### config.mk
export PLATFORM = sky130hd
export DESIGN_NAME = clk_div_bank
export DESIGN_NICKNAME = d
export VERILOG_FILES = /design/src/rtl/clk_div_pkg.sv /design/src/rtl/clk_div_chan.sv /design/src/rtl/clk_div_bank.sv
export SDC_FILE = /design/constraint.sdc
export NUM_CORES = 1
export LEC_CHECK = 0
export ABC_CLOCK_PERIOD_IN_PS = 12510
export CORE_MARGIN = 3
export CORE_UTILIZATION = 40
export DETAILED_ROUTE_END_ITERATION = 8
export GPL_TIMING_DRIVEN = 0
export HOLD_SLACK_MARGIN = 0.12
export PLACE_DENSITY = 0.66
export RECOVER_POWER = 50
export SLEW_MARGIN = 20
export SYNTH_ARGS = -nofsm -noshare
export SYNTH_HDL_FRONTEND = slang
export SYNTH_SLANG_ARGS = --single-unit
### constraint.sdc
create_clock -name clk -period 12.51 [get_ports clk]
set_clock_uncertainty 0.05 [all_clocks]
set_input_delay 3.1275 -clock clk [delete_from_list [all_inputs] [get_ports clk]]
set_output_delay 3.1275 -clock clk [all_outputs]
set_load 0.02 [all_outputs]
### src/rtl/clk_div_pkg.sv
// Shared constants, types and helpers for the clock-divider bank.
package clk_div_pkg;

  localparam int DEF_CNT_W = 8;
  localparam int DEF_DIV   = 2;
  localparam int MIN_DIV   = 2;

  typedef logic [DEF_CNT_W-1:0] cnt_t;

  // High-phase length ceil(d/2); 32-bit arithmetic keeps the carry of d+1.
  function automatic logic [31:0] half_hi(input logic [31:0] d);
    return (d + 32'd1) >> 1;
  endfunction

endpackage

### src/rtl/clk_div_chan.sv
// One divider channel: period counter, active/pending divisor, run flag and sticky config error.
module clk_div_chan
  import clk_div_pkg::*;
#(
  parameter int CNT_W       = DEF_CNT_W,
  parameter int DEFAULT_DIV = DEF_DIV
) (
  input  logic             clk,
  input  logic             reset,
  input  logic             en,
  input  logic [CNT_W-1:0] div_val,
  input  logic             div_load,
  input  logic             sync,
  output logic             div_out,
  output logic             tick,
  output logic             cfg_err
);

  logic [CNT_W-1:0] cnt;
  logic [CNT_W-1:0] active;
  logic [CNT_W-1:0] pending;
  logic             pend_vld;
  logic             run;

  logic             load_ok;
  logic             load_bad;
  logic             new_vld;
  logic [CNT_W-1:0] new_div;
  logic [CNT_W-1:0] cnt_inc;
  logic             wrap;
  logic             hi_next;

  assign load_ok  = div_load && (div_val >= CNT_W'(MIN_DIV));
  assign load_bad = div_load && (div_val <  CNT_W'(MIN_DIV));
  // A legal load in the same cycle as an apply point wins over the older pending value.
  assign new_vld  = load_ok || pend_vld;
  assign new_div  = load_ok ? div_val : pending;
  assign cnt_inc  = cnt + {{(CNT_W-1){1'b0}}, 1'b1};
  assign wrap     = (cnt_inc == active);
  assign hi_next  = (32'(cnt_inc) < half_hi(32'(active)));

  // Channel state: sync beats start/wrap; pending divisors apply only at period boundaries.
  always_ff @(posedge clk or posedge reset) begin
    if (reset) begin
      cnt      <= '0;
      active   <= CNT_W'(DEFAULT_DIV);
      pending  <= CNT_W'(DEFAULT_DIV);
      pend_vld <= 1'b0;
      run      <= 1'b0;
      div_out  <= 1'b0;
      tick     <= 1'b0;
      cfg_err  <= 1'b0;
    end else begin
      if (load_bad) cfg_err <= 1'b1;
      if (load_ok) begin
        pending  <= div_val;
        pend_vld <= 1'b1;
      end
      if (sync && en) begin
        if (new_vld) begin
          active   <= new_div;
          pend_vld <= 1'b0;
        end
        cnt     <= '0;
        run     <= 1'b1;
        div_out <= 1'b1;
        tick    <= 1'b1;
      end else if (!run) begin
        if (new_vld) begin
          active   <= new_div;
          pend_vld <= 1'b0;
        end
        cnt     <= '0;
        run     <= en;
        div_out <= en;
        tick    <= en;
      end else if (wrap) begin
        if (new_vld) begin
          active   <= new_div;
          pend_vld <= 1'b0;
        end
        cnt     <= '0;
        run     <= en;
        div_out <= en;
        tick    <= en;
      end else begin
        cnt     <= cnt_inc;
        div_out <= hi_next;
        tick    <= 1'b0;
      end
    end
  end

endmodule

### src/rtl/clk_div_bank.sv
// Bank of independent runtime-programmable clock dividers sharing one clock and a global phase sync.
module clk_div_bank
  import clk_div_pkg::*;
#(
  parameter int NUM_CH      = 4,
  parameter int CNT_W       = DEF_CNT_W,
  parameter int DEFAULT_DIV = DEF_DIV
) (
  input  logic                    clk,
  input  logic                    reset,
  input  logic [NUM_CH-1:0]       en,
  input  logic [NUM_CH*CNT_W-1:0] div_val,
  input  logic [NUM_CH-1:0]       div_load,
  input  logic                    sync,
  output logic [NUM_CH-1:0]       div_out,
  output logic [NUM_CH-1:0]       tick,
  output logic [NUM_CH-1:0]       cfg_err
);

  for (genvar i = 0; i < NUM_CH; i++) begin : g_ch
    clk_div_chan #(
      .CNT_W       (CNT_W),
      .DEFAULT_DIV (DEFAULT_DIV)
    ) u_chan (
      .clk      (clk),
      .reset    (reset),
      .en       (en[i]),
      .div_val  (div_val[i*CNT_W +: CNT_W]),
      .div_load (div_load[i]),
      .sync     (sync),
      .div_out  (div_out[i]),
      .tick     (tick[i]),
      .cfg_err  (cfg_err[i])
    );
  end

endmodule
==> metrics.yaml <==
regArea_mm2: 0.00291
fp.dieArea_mm2: 0.0187
crit_type: "in -> reg"
cts_resized: 0
reg2reg_depth: 11
r2r_start: "g_ch[1].u_chan.cnt[0]"
antenna_found_initial: 0
die_h_um: 137
async_flop_share_pct: 100
worstSkewPairLatency_ps: 410
netlist_area_mm2: 0.00684
ant_nets: 0
clkTransAtPathRegs_ps: 50
viasPerCell: 5.43
fin_crit_sh_pct: 41.3
hold_viol_final: 0
cts_buffer_depth: 2
hp-class: "reg -> reg"
dr.pass1.iters: 4
worst_hold_slack_ps: 410
synth_ff_type: "dfrtp_1"
drv_slew: 35
io_buffers: 51
path_max_fanout: 10
p_per_area_mw_per_mm2: 203
min_from: "g_ch[0].u_chan.pending[1]"
cts_setup_buffers: 0
cp.arrival_ps: 5390
hpwl_um: 10800
status: "complete, but fails checks"
ys_warn_count: 0
synth_cell_types: 63
cts-root-buf: "clkbuf_16"
wire_per_inst_um: 15.2
boundaryPins: 55
cts_max_level: 4
cts_tree: "yes"
die_w_um: 137
maxSlewHeadroom_pct: -6.37
holdBufCountCts: 0
fin_tns_setup_ps: 0
synth-compound-area-share_pct: 18.1
cts_buffers: 17
ys_ff_latch: 116
synthTopCellsByArea: "dfrtp_1 (40%), ha_1 (6.6%), xnor2_1 (4.7%), xor2_1 (4.1%), nand2_1 (3.4%)"
syn-num-nets: 743
drive_gt1_share_pct: 10.4
nFillCells: 1489
syn2layout_area_growth_pct: 20.9
syn-mean-instance-area_um2: 10.3
synth_top_area_share_pct: 39.5
cts.sinks: 116
ir_drop_v: 0.000107
rsz0062_at_grt: "false"
cap_viol_max_count: 1
worst-slew-pin-transition_ps: 1590
row_count: 47
synthMuxAreaShare_pct: 0.658
grt_max_degree: 83
synth_fa_ha_area_share_pct: 6.58
nNetsFinal: 814
post-route-min-period_ps: 5170
drt_iter0_drc: 232
hold-path-cell-count: 2
fp.coreArea_mm2: 0.0166
synth_top_family_by_area: "compound AO/OA/AOI/OAI gates"
violations: "capacitance limit, slew limit"
synth_cells: 664
multi_input_area_mm2: 0.00364
grt_util_all_layers_pct: 16.6
num_antenna_cells: 0
synth_edf_count: 0
finalWirelength_um: 14700
routabilityCongestion: 0.878
route.detailed.drc: 0
synth-simple-area-share_pct: 16.4
leakagePower_nw: 3.68
finalSetupViolations: 0
synthXorXnorAreaFrac_pct: 11.5
grt_pass1_vias: 5357
yosysSeqAreaShare_pct: 42.6
worst_setup_path_end_kind: "register"
startpoint_type: "input pin"
grt_pass1_wl_um: 24800
yosysTopAreaCell: "dfrtp_1"
vias: 5256
critical_path_required_ps: 12730
fmax_mhz: 193
overflow: 0
critPathLaunch: "div_val[21]"
start_util_pct: 41.1
## path summary, 6_finish.rpt
kind / to / slack, ps
max in group asynchronous: g_ch[1].u_chan.active[1] / 7890
min in group asynchronous: g_ch[2].u_chan.cnt[6] / 3500
min: g_ch[0].u_chan.pending[1] / 410
min reg2reg: g_ch[0].u_chan.pending[1] / 410
max reg2reg: g_ch[1].u_chan.div_out / 9740
max: g_ch[2].u_chan.active[0] / 7340
## layout make-up
cell class | instances | area share (%)
clock inverter | 9 | 1.51
buffer | 39 | 2.41
tap | 220 | 3.33
timing repair buffer | 52 | 6.51
inverter | 24 | 1.10
multi-input combinational | 485 | 44.0
clock buffer | 23 | 5.90
sequential | 116 | 35.2
## per-stage QoR
step	std cells	worst slack, ps	cell area (um2)	utilization, %	total power, mW
after global placement	935	4660	7630	45.8	1.14
after global routing	968	7170	8270	49.7	1.79
final	968	7340	8270	49.7	1.68
after floorplan	664	6270	6840	-	1.02
after detailed placement	936	6980	7660	46.0	1.18
after CTS	968	7400	8270	49.7	1.69
## cell usage after synthesis, drive strengths merged (2+ instances only)
library cell / n
a211oi: 9
a21boi: 2
a21o: 7
a21oi: 19
a221oi: 3
a22o: 24
a22oi: 21
a2bb2oi: 8
a31o: 3
a31oi: 2
and2: 24
and3: 13
and4: 6
buf: 20
clkbuf: 19
dfrtp: 108
dfstp: 8
ha: 36
inv: 24
mux2: 4
nand2: 62
nand2b: 13
nand3: 25
nand3b: 8
nand4: 8
nor2: 20
nor2b: 3
nor3: 10
nor3b: 3
nor4: 7
o2111ai: 3
o211ai: 3
o21ai: 15
o22ai: 4
o2bb2ai: 19
o31ai: 2
o41ai: 2
or2: 6
or4: 3
xnor2: 37
xnor3: 6
xor2: 32
xor3: 2
## registers in the layout, summed over array words and instances, names as in the netlist
name and cells:
g_ch.u_chan.pend_vld 4, g_ch.u_chan.div_out 4, g_ch.u_chan.active 32, g_ch.u_chan.pending 32
g_ch.u_chan.run 4, g_ch.u_chan.cfg_err 4, g_ch.u_chan.tick 4, g_ch.u_chan.cnt 32
## cell families (layout without fill, tap and decap cells)
group	Yosys count	count (layout)
adder cells (fa/ha/maj)	36	36
XOR/XNOR	77	77
AO/OA/AOI/OAI	156	156
buffers and inverters	63	147
multiplexers	4	4
AND/OR/NAND/NOR	212	212
flip-flops	116	116
## power by group
part | internal (mW) | leakage (nW) | total [mW] | switching (mW)
combinational | 0.304 | 1.98 | 0.613 | 0.309
sequential | 0.468 | 1.41 | 0.564 | 0.0959
clock | 0.333 | 0.299 | 0.499 | 0.166
## cell usage in the layout (no fill, tap or decap), types with 4 or more instances in the layout
cell type / Yosys / layout
buf_4: 12 / 12
dlygate4sd3_1: 0 / 7
o21ai_0: 13 / 13
buf_2: 6 / 6
and2_1: 23 / 21
nand2_1: 62 / 62
clkbuf_8: 0 / 4
clkbuf_16: 0 / 17
mux2_2: 4 / 4
a21oi_1: 19 / 19
xor2_1: 32 / 32
dfstp_2: 8 / 8
o22ai_1: 4 / 4
clkinv_2: 0 / 4
a2bb2oi_1: 8 / 8
or2_2: 5 / 5
and3_1: 13 / 13
a22o_1: 24 / 24
clkbuf_1: 19 / 21
a22oi_1: 21 / 21
and4_1: 6 / 6
nor3_1: 10 / 10
xnor3_1: 6 / 6
nand4_1: 8 / 8
nor2_1: 19 / 19
nand2b_1: 13 / 13
nand3b_1: 8 / 8
xnor2_1: 37 / 37
a211oi_1: 9 / 9
a21o_1: 7 / 7
nand3_1: 25 / 25
dfrtp_1: 108 / 108
clkdlybuf4s50_1: 0 / 44
nor4_1: 7 / 7
ha_1: 36 / 36
inv_1: 23 / 22
o2bb2ai_1: 19 / 19
## worst max-delay path, stage by stage
cell	delay, ps
clkdlybuf4s50_1	470
or4_1	540
nor4_1	320
nand2b_1	230
clkbuf_1	370
nand2_1	100
o22ai_1	150
a22oi_1	80
## layer usage
layer / global-route usage, % / routed length (um) / vias up
met4: 5.60 / 227 / 0
met2: 27.3 / 7070 / 103
met5: 0 / 0 / -
met3: 4.12 / 608 / 24
met1: 21.3 / 6760 / 2582
li1: - / - / 2547
No activity file was read; power rests on OpenSTA's default activity.
